[config.mk]
export PLATFORM = sky130hd
export DESIGN_NAME = frame_descrambler_par_flat
export DESIGN_NICKNAME = d
export VERILOG_FILES = /design/src/rtl/frame_descrambler_par_if.sv /design/src/rtl/frame_descrambler_par.sv /design/src/flat_wrapper.sv
export SDC_FILE = /design/constraint.sdc
export NUM_CORES = 1
export LEC_CHECK = 0
export ABC_AREA = 1
export CAP_MARGIN = 20
export CELL_PAD_IN_SITES_DETAIL_PLACEMENT = 1
export CELL_PAD_IN_SITES_GLOBAL_PLACEMENT = 1
export CORE_MARGIN = 4
export CORE_UTILIZATION = 36
export CTS_BUF_LIST = sky130_fd_sc_hd__clkbuf_8
export DETAILED_ROUTE_END_ITERATION = 8
export PLACE_DENSITY = 0.72
export REMOVE_ABC_BUFFERS = 1
export SLEW_MARGIN = 25
export SYNTH_ARGS = -nofsm -noshare
export SYNTH_HDL_FRONTEND = slang
export SYNTH_SLANG_ARGS = --single-unit
[constraint.sdc]
create_clock -name clk -period 3.7 [get_ports clk]
set_clock_uncertainty 0.1 [all_clocks]
set_input_delay 0.74 -clock clk [delete_from_list [all_inputs] [get_ports clk]]
set_output_delay 0.74 -clock clk [all_outputs]
set_load 0.05 [all_outputs]
[src/rtl/frame_descrambler_par_if.sv]
// Handshake/bus bundle for the parallel frame descrambler: beat input, flush,
// descrambled beat output and the parsed-header status.
interface frame_descrambler_par_if #(
  parameter int W     = 1,
  parameter int LEN_W = 12
);
  logic             in_valid;
  logic [W-1:0]     in_data;
  logic             flush;
  logic             out_valid;
  logic [W-1:0]     out_data;
  logic             out_last;
  logic [LEN_W-1:0] hdr_len;
  logic             hdr_valid;
  logic             hdr_err;
  logic             busy;
  logic             done;

  modport master (
    output in_valid, in_data, flush,
    input  out_valid, out_data, out_last, hdr_len, hdr_valid, hdr_err, busy, done
  );

  modport slave (
    input  in_valid, in_data, flush,
    output out_valid, out_data, out_last, hdr_len, hdr_valid, hdr_err, busy, done
  );
endinterface

[src/rtl/frame_descrambler_par.sv]
// Receive-side frame descrambler: parses SIGNAL/SERVICE/DATA, recovers the
// x^7+x^4+1 seed from SERVICE and descrambles DATA, W bits per beat.
module frame_descrambler_par #(
  parameter int W     = 1,
  parameter int LEN_W = 12
) (
  input logic                    clk,
  input logic                    rst,
  frame_descrambler_par_if.slave bus
);
  localparam int CW = LEN_W + 4;

  typedef enum logic [2:0] {IDLE, SIGNAL, SERVICE, DATA, DONE} state_e;

  state_e           state_q, state_d;
  logic [CW-1:0]    cnt_q, cnt_d;
  logic [7:1]       seed_q, seed_d;
  logic [LEN_W-1:0] len_q, len_d;
  logic             par_q, par_d;
  logic             hv_q, hv_d;
  logic             herr_q, herr_d;
  logic             ov_q, ov_d;
  logic [W-1:0]     od_q, od_d;
  logic             last_q, last_d;
  logic             done_q, done_d;

  always_comb begin
    logic [CW-1:0]    cnt_b, cnt_nx, data_end;
    logic [LEN_W-1:0] len_b;
    logic [7:1]       s;
    logic             par_b, k;
    int               p;
    state_d  = state_q;
    cnt_d    = cnt_q;
    seed_d   = seed_q;
    len_d    = len_q;
    par_d    = par_q;
    hv_d     = hv_q;
    herr_d   = herr_q;
    ov_d     = 1'b0;
    od_d     = '0;
    last_d   = 1'b0;
    done_d   = 1'b0;
    // An IDLE beat is the first SIGNAL beat, so it starts from cleared header state
    cnt_b    = (state_q == IDLE) ? '0   : cnt_q;
    len_b    = (state_q == IDLE) ? '0   : len_q;
    par_b    = (state_q == IDLE) ? 1'b0 : par_q;
    cnt_nx   = cnt_b + CW'(W);
    data_end = CW'(40) + CW'({len_q, 3'b000});
    s        = seed_q;
    k        = 1'b0;
    p        = 0;
    if (bus.flush) begin
      state_d = IDLE;
      cnt_d   = '0;
      hv_d    = 1'b0;
    end else begin
      case (state_q)
        IDLE, SIGNAL: if (bus.in_valid) begin
          if (state_q == IDLE) begin
            herr_d = 1'b0;
            hv_d   = 1'b0;
          end
          for (int j = 0; j < W; j++) begin
            p = int'(cnt_b) + j;
            if (p >= 5 && p <= 16) len_b |= LEN_W'(bus.in_data[j]) << (p - 5);
            if (p <= 17) par_b ^= bus.in_data[j];
          end
          len_d = len_b;
          par_d = par_b;
          cnt_d = cnt_nx;
          ov_d  = 1'b1;
          od_d  = bus.in_data;
          if (cnt_nx == CW'(24)) begin
            state_d = SERVICE;
            hv_d    = 1'b1;
            herr_d  = par_b;
          end else begin
            state_d = SIGNAL;
          end
        end
        SERVICE: if (bus.in_valid) begin
          for (int j = 0; j < W; j++) s = {s[6:1], bus.in_data[j]};
          seed_d = s;
          cnt_d  = cnt_nx;
          if (cnt_nx == CW'(40)) state_d = (len_q == '0) ? DONE : DATA;
        end
        DATA: if (bus.in_valid) begin
          // Bits are descrambled serially in arrival order so any W matches W=1
          for (int j = 0; j < W; j++) begin
            k       = s[4] ^ s[7];
            od_d[j] = bus.in_data[j] ^ k;
            s       = {s[6:1], k};
          end
          seed_d = s;
          cnt_d  = cnt_nx;
          ov_d   = 1'b1;
          if (cnt_nx == data_end) begin
            last_d  = 1'b1;
            state_d = DONE;
          end
        end
        DONE: begin
          done_d  = 1'b1;
          hv_d    = 1'b0;
          cnt_d   = '0;
          state_d = IDLE;
        end
        default: state_d = IDLE;
      endcase
    end
  end

  always_ff @(posedge clk or posedge rst) begin
    if (rst) begin
      state_q <= IDLE;
      cnt_q   <= '0;
      seed_q  <= '0;
      len_q   <= '0;
      par_q   <= 1'b0;
      hv_q    <= 1'b0;
      herr_q  <= 1'b0;
      ov_q    <= 1'b0;
      od_q    <= '0;
      last_q  <= 1'b0;
      done_q  <= 1'b0;
    end else begin
      state_q <= state_d;
      cnt_q   <= cnt_d;
      seed_q  <= seed_d;
      len_q   <= len_d;
      par_q   <= par_d;
      hv_q    <= hv_d;
      herr_q  <= herr_d;
      ov_q    <= ov_d;
      od_q    <= od_d;
      last_q  <= last_d;
      done_q  <= done_d;
    end
  end

  assign bus.out_valid = ov_q;
  assign bus.out_data  = od_q;
  assign bus.out_last  = last_q;
  assign bus.hdr_len   = len_q;
  assign bus.hdr_valid = hv_q;
  assign bus.hdr_err   = herr_q;
  assign bus.busy      = (state_q != IDLE);
  assign bus.done      = done_q;
endmodule

[src/flat_wrapper.sv]
// flat-port wrapper written by rule: the top's interface ports become plain ports
module frame_descrambler_par_flat 
#(
  parameter int W     = 1,
  parameter int LEN_W = 12
)
  (clk, rst, bus_in_valid, bus_in_data, bus_flush, bus_out_valid, bus_out_data, bus_out_last, bus_hdr_len, bus_hdr_valid, bus_hdr_err, bus_busy, bus_done);
  frame_descrambler_par_if #(.W(W), .LEN_W(LEN_W)) bus_i ();
  input logic clk;
  input logic rst;
  input wire logic [$bits(bus_i.in_valid)-1:0] bus_in_valid;
  input wire logic [$bits(bus_i.in_data)-1:0] bus_in_data;
  input wire logic [$bits(bus_i.flush)-1:0] bus_flush;
  output wire logic [$bits(bus_i.out_valid)-1:0] bus_out_valid;
  output wire logic [$bits(bus_i.out_data)-1:0] bus_out_data;
  output wire logic [$bits(bus_i.out_last)-1:0] bus_out_last;
  output wire logic [$bits(bus_i.hdr_len)-1:0] bus_hdr_len;
  output wire logic [$bits(bus_i.hdr_valid)-1:0] bus_hdr_valid;
  output wire logic [$bits(bus_i.hdr_err)-1:0] bus_hdr_err;
  output wire logic [$bits(bus_i.busy)-1:0] bus_busy;
  output wire logic [$bits(bus_i.done)-1:0] bus_done;
  assign bus_i.in_valid = bus_in_valid;
  assign bus_i.in_data = bus_in_data;
  assign bus_i.flush = bus_flush;
  assign bus_out_valid = bus_i.out_valid;
  assign bus_out_data = bus_i.out_data;
  assign bus_out_last = bus_i.out_last;
  assign bus_hdr_len = bus_i.hdr_len;
  assign bus_hdr_valid = bus_i.hdr_valid;
  assign bus_hdr_err = bus_i.hdr_err;
  assign bus_busy = bus_i.busy;
  assign bus_done = bus_i.done;
  frame_descrambler_par #(.W(W), .LEN_W(LEN_W)) u_core (.clk(clk), .rst(rst), .bus(bus_i));
endmodule
# Word-level counts from Yosys, hierarchy flattened
# Cells that the tools add are included.
[totals]
register_bits = 45
inputBits = 5
elab_cells = 95
[op_classes]
n_addsub = 3
order_cmp = 3
eq_ne = 16
n_shift = 1
mux = 39
n_bitwise = 5
reduce_logical = 17
[ops]
columns = ["operator", "count"]
rows = [
  ["two-way mux 16 bit", 3],
  ["<= comparator 16 x 5 -> 1 bit (second input constant)", 2],
  ["case mux 16 bit (2 select lines)", 1],
  ["<< shifter 1 x 32 -> 12 bit", 1],
  ["two-way mux 12 bit", 2],
  ["two-way mux 3 bit", 7],
  ["two-way mux 1 bit", 19],
  ["subtractor 16 x 3 -> 17 bit (second input constant)", 1],
  ["adder 16 x 1 -> 16 bit (second input constant)", 1],
  ["adder 6 x 15 -> 16 bit (first input constant)", 1],
  ["== test 16 bit", 1],
  ["== test 16 x 5 -> 1 bit (second input constant)", 1],
  ["== test 16 x 6 -> 1 bit (second input constant)", 1],
  ["greater-or-equal comparator 16 x 3 -> 1 bit (second input constant)", 1],
  ["two-way mux 7 bit", 2],
  ["case mux 7 bit (2 select lines)", 1],
  ["zero test 12 bit", 1],
  ["OR 12 bit", 1],
  ["inequality test 3 bit (second input constant)", 3],
  ["case mux 3 bit (3 select lines)", 1],
  ["nonzero test 3 bit", 3],
  ["AND reduction 4 bit", 2],
  ["== test 3 x 2 -> 1 bit (second input constant)", 2],
  ["inequality test 3 x 2 -> 1 bit (second input constant)", 2],
  ["18 further kinds", 24],
]

# Longest topological paths before layout
# Gate-level depths: netlist of run 1.
[depth]
word_depth = 8
ltp_mapped = 20
ltp_nobuf = 20

# Worst setup path after synthesis of run 1
# Ideal clock, no wire load.
[synth_path]
path_kind = "flip-flop to flip-flop"
from = "reg u_core.state_q[0]"
to = "reg u_core.state_q[0]"
arrival_time_ns = 2.374
required_ns = 3.483
setup_slack_ns = 1.108
path_stages_with_launch = 17
path_cell_list = "dfrtp_1 -> inv_1 -> nand2_2 -> nor2_4 -> nor2_1 -> ha_1 -> nand4_2 -> nor2_4 -> nand3_1 -> nand2_1 -> nand2_1 -> nor2_4 -> nand3_2 -> a21oi_2 -> nand2_1 -> nand2_1 -> nand2_1"
[synth_via]
elab_chain_cells = 8
[synth_rtl]
columns = ["item", "line", "rtl"]
rows = [
  ["from (decl)", "frame_descrambler_par.sv:15", "state_e state_q, state_d;"],
  ["from (signal assigned)", "frame_descrambler_par.sv:128", "state_q <= state_d;"],
  ["zero test 3 bit", "frame_descrambler_par.sv:45, frame_descrambler_par.sv:58", ""],
  ["two-way mux 16 bit", "frame_descrambler_par.sv:45", "cnt_b = (state_q == IDLE) ? '0 : cnt_q;"],
  ["adder 16 x 1 -> 16 bit", "frame_descrambler_par.sv:48", "cnt_nx = cnt_b + CW'(W);"],
  ["== test 16 x 5 -> 1 bit", "frame_descrambler_par.sv:74", "if (cnt_nx == CW'(24)) begin"],
  ["two-way mux 2 bit", "frame_descrambler_par.sv:74", ""],
  ["two-way mux 3 bit", "frame_descrambler_par.sv:59", "IDLE, SIGNAL: if (bus.in_valid) begin"],
  ["case mux 3 bit (3 select lines)", "frame_descrambler_par.sv:58", "case (state_q)"],
  ["two-way mux 3 bit", "frame_descrambler_par.sv:53", "if (bus.flush) begin"],
]
# Parallel ways exist; a longest one is shown, timed or not. The select of a mux whose other input is x is not followed.
# A chain may end at the register's enable or synchronous reset.

# Worst setup path after layout of run 1
[layout_path]
from = "reg u_core.state_q[0]"
to = "reg u_core.hv_q (netlist: u_core.bus.hdr_valid)"
[layout_via]
elab_chain_cells = 8
[layout_rtl]
columns = ["item", "line", "rtl"]
rows = [
  ["zero test 3 bit", "frame_descrambler_par.sv:45, frame_descrambler_par.sv:58, frame_descrambler_par.sv:60", ""],
  ["two-way mux 16 bit", "frame_descrambler_par.sv:45", ""],
  ["adder 16 x 1 -> 16 bit", "frame_descrambler_par.sv:48", ""],
  ["== test 16 x 5 -> 1 bit", "frame_descrambler_par.sv:74", ""],
  ["two-way mux 1 bit", "frame_descrambler_par.sv:74", ""],
  ["two-way mux 1 bit", "frame_descrambler_par.sv:59", ""],
  ["case mux 1 bit (2 select lines)", "frame_descrambler_par.sv:58", ""],
  ["two-way mux 1 bit", "frame_descrambler_par.sv:53", ""],
  ["to (signal assigned)", "frame_descrambler_par.sv:133", "hv_q <= hv_d;"],
  ["to (decl)", "frame_descrambler_par.sv:20", "logic hv_q, hv_d;"],
]
# Parallel ways exist; a longest one is shown, timed or not. The select of a mux whose other input is x is not followed.

==> out/results.txt, run 1 <==
Max rail drop VDD -> 0.139 mV
CTS Buf Count -> 5
Ys Warns -> 0
Power Dens Cells -> 253 mW/mm^2
Hold Fails Final Rpt -> 0
Mapped Cells -> 529
met1 usage -> 31.3%
largest family of logic cells by synthesized area -> simple AND/OR/NAND/NOR gates
crit end category -> flip-flop
Die ar. -> 0.0116 mm^2
mux cell area share after synthesis -> 0%
clock share of power -> 31.2%
FF+latch count, synth -> 45
largest net degree at the start of global routing -> 46
DRC errors left -> 0
RSZ-0062 raised after global routing -> false
CP max FO -> 7
Reg power frac -> 54.1%
worst min path class -> reg2reg
GR Overflow Total -> 0
EDFF count, synth -> 0
number of global-route vias before repair -> 3870
Area Overhead vs Synth -> 12.6%
Vias/cell -> 5.29
fill count -> 1304
Synth Area in Adders -> 2.11%
met3 usage -> 2.70%
gr usage total -> 22.4%
fin area -> 0.00402 mm^2
min cycle time layout -> 3.34 ns
PnR worst setup slack -> 0.356 ns
Synth Area in Compound Gates -> 10.2%
prevailing post-synth register cell -> dfrtp_1
critical path launch point type -> flip-flop
gr busiest metal -> met2
Detailed Place HPWL -> 9720 um
H-tree depth -> 2
core area -> 0.00973 mm^2
first-pass GRT wire length -> 20400 um
post-DR wirelength/cell -> 17.7 um
Gate power share -> 14.7%
Final setup viols -> 0
post-cts gate resize count -> 0
setup TNS -> 0 ns
setup bufs post-CTS -> 0
Slew HR -> 43.8%
Cell variety after synth -> 35
ant diodes -> 0
Placement Setup Slack -> 0.344 ns
most frequent cells in the layout -> nand2_1 (134), inv_1 (70), nor2_1 (56), nand3_1 (56), dfrtp_1 (45)
simple-gate share of the synthesized area -> 44.2%
Async S/R FF share, synth -> 100%
FMAX -> 299 MHz
die height -> 108 um
met2 GRT Util -> 35.6%
Post-Syn Area -> 0.00357 mm^2
drt first-iter violations -> 202
CTS root buffer -> clkbuf_8
Row Count -> 36
Pre-Repair DR Iteration Count -> 4
P_leak -> 0.00199 uW
CTS sink cnt -> 45
CTS tree -> built
Max Transition Viols Final -> 0
cell-internal power -> 698 uW
Starting Density -> 36.7%
Psw -> 318 uW
Placed Area -> 0.00393 mm^2
Total Wirelength -> 12200 um
final period utilization -> 90.4%
most common cell after layout, fill and taps aside -> nand2_1
Power Total -> 1020 uW
Vias -> 3638
die span in x -> 108 um
register area share after synthesis -> 31.6%
CTS clk-pin slew, worst paths -> 0.10 ns
crit path kind -> reg2reg
final net count -> 566
Worst-Skew Late Latency -> 0.31 ns
final antenna-violating net count -> 0
outcome -> finished, final reports clean
initial antenna violation count -> 0
CTS max path bufs -> 2
boundary pin count -> 24
worst endpoint required time -> 3.81 ns
Net Sw Frac -> 31.3%
worst slew pin tran -> 0.841 ns
# Max-Cap Violations -> 0
gp weighted congestion -> 0.945
layout cells sized above 1 -> 11.0%
syn avg cell area -> 6.74 um^2
worst path arrival time -> 3.45 ns
Post-CTS Hold Fix Bufs -> 0
IO Port Bufs -> 23
Post-Synth XOR/XNOR Area -> 2.21%
-- area by class of cell --
type | instances | area (um^2) | area share [%]
well taps | 133 | 166 | 4.14
repair buffers | 26 | 253 | 6.29
clock inverters | 2 | 12.5 | 0.312
multi-input cells | 398 | 2090 | 52.1
clock buffers | 5 | 68.8 | 1.71
flip-flops and latches | 45 | 1130 | 28.0
inverters | 79 | 298 | 7.41
-- synth_stat cells, types with 6 or more instances --
library cell	n	area share [%]
nand2_2	8	1.4
nor2_4	10	3.2
nand3_1	56	7.9
nand3_2	9	2.5
nor2_2	7	1.2
o21ai_0	31	4.4
nor2_1	56	5.9
nor3_1	7	0.98
dfrtp_1	45	32
xor2_1	8	2.0
ha_1	6	2.1
nand4_1	17	3.0
inv_1	70	7.4
a21oi_1	10	1.4
o22ai_1	11	1.9
inv_2	9	0.95
nand2_1	134	14
-- power groups by stage --
stage | clock network, uW | registers [uW] | logic (uW)
after floorplan | 0 | 556 | 94.2
after global placement | 0 | 557 | 147
after detailed placement | 0 | 559 | 152
after CTS | 327 | 550 | 152
after global routing | 343 | 554 | 168
final | 317 | 549 | 150
-- critical path, stage by stage (launching register included) --
cell and delay, ns:
dfrtp_1 0.53, inv_1 0.17, nand2_2 0.12, nor2_4 0.08
nor2_1 0.32, ha_1 0.30, nand4_2 0.24, nor2_4 0.23
nand2_1 0.07, nand2_1 0.17, nand3_1 0.18, nor2_1 0.22
nand3_2 0.15, nand3_1 0.11, nand3_1 0.10, nand2_1 0.07
o21ai_1 0.06
-- logic make-up (layout without fill, tap and decap cells) --
group,count (synthesis),in the layout
AO/OA/AOI/OAI,65,65
XOR/XNOR,9,9
adder cells (fa/ha/maj),6,6
buffers and inverters,86,112
flip-flops,45,45
AND/OR/NAND/NOR,318,318
-- final timing paths --
path | start | to | slack (ns) | cells after the start
worst max-delay path | u_core.state_q[0] | u_core.bus.hdr_valid | 0.36 | 16
worst min-delay path | u_core.seed_q[3] | u_core.seed_q[4] | 0.39 | 2
min in group asynchronous | rst | u_core.state_q[0] | 0.79 | 2
worst max register to register | u_core.state_q[0] | u_core.bus.hdr_valid | 0.36 | 16
worst min register to register | u_core.seed_q[3] | u_core.seed_q[4] | 0.39 | 2
max in group asynchronous | rst | u_core.cnt_q[11] | 2.20 | 2
-- sequential cells by signal, summed over array words and instances (netlist names) --
signal and flops:
u_core.bus.done 1, u_core.bus.hdr_err 1, u_core.bus.hdr_len 12, u_core.bus.hdr_valid 1
u_core.bus.out_data 1, u_core.bus.out_last 1, u_core.bus.out_valid 1, u_core.cnt_q 16
u_core.par_q 1, u_core.seed_q 7, u_core.state_q 3
-- metrics by stage --
stage                     hold WS (ns)  cells  utilization [%]
after detailed placement         0.379    681             40.4
after global routing             0.425    688             41.3
after global placement           0.360    681             40.4
final                            0.392    688             41.3
after CTS                        0.392    688             41.3
after floorplan                  0.343    522                -
-- metal layers --
layer | wire (um) | part of all wire, %
met5 | 0 | 0
met4 | 272 | 2.2
met3 | 347 | 2.9
met2 | 5810 | 48
met1 | 5730 | 47
Note: power is estimated with default switching activity, not from simulation.
==> run 2, diff against run 1 <==
--- a/config.mk
+++ b/config.mk
@@ -13,6 +13,7 @@
 export CORE_UTILIZATION = 36
 export CTS_BUF_LIST = sky130_fd_sc_hd__clkbuf_8
 export DETAILED_ROUTE_END_ITERATION = 8
+export GPL_ROUTABILITY_DRIVEN = 0
 export PLACE_DENSITY = 0.72
 export REMOVE_ABC_BUFFERS = 1
 export SLEW_MARGIN = 25
==> results of run 2 <==
Final layout, timing and power as in run 1 (identical DEF).
==> run 3, diff against run 2 <==
--- a/config.mk
+++ b/config.mk
@@ -20,3 +20,4 @@
 export SYNTH_ARGS = -nofsm -noshare
 export SYNTH_HDL_FRONTEND = slang
 export SYNTH_SLANG_ARGS = --single-unit
+export TNS_END_PERCENT = 20
==> results of run 3 <==
Final layout, timing and power as in run 1 (identical DEF).
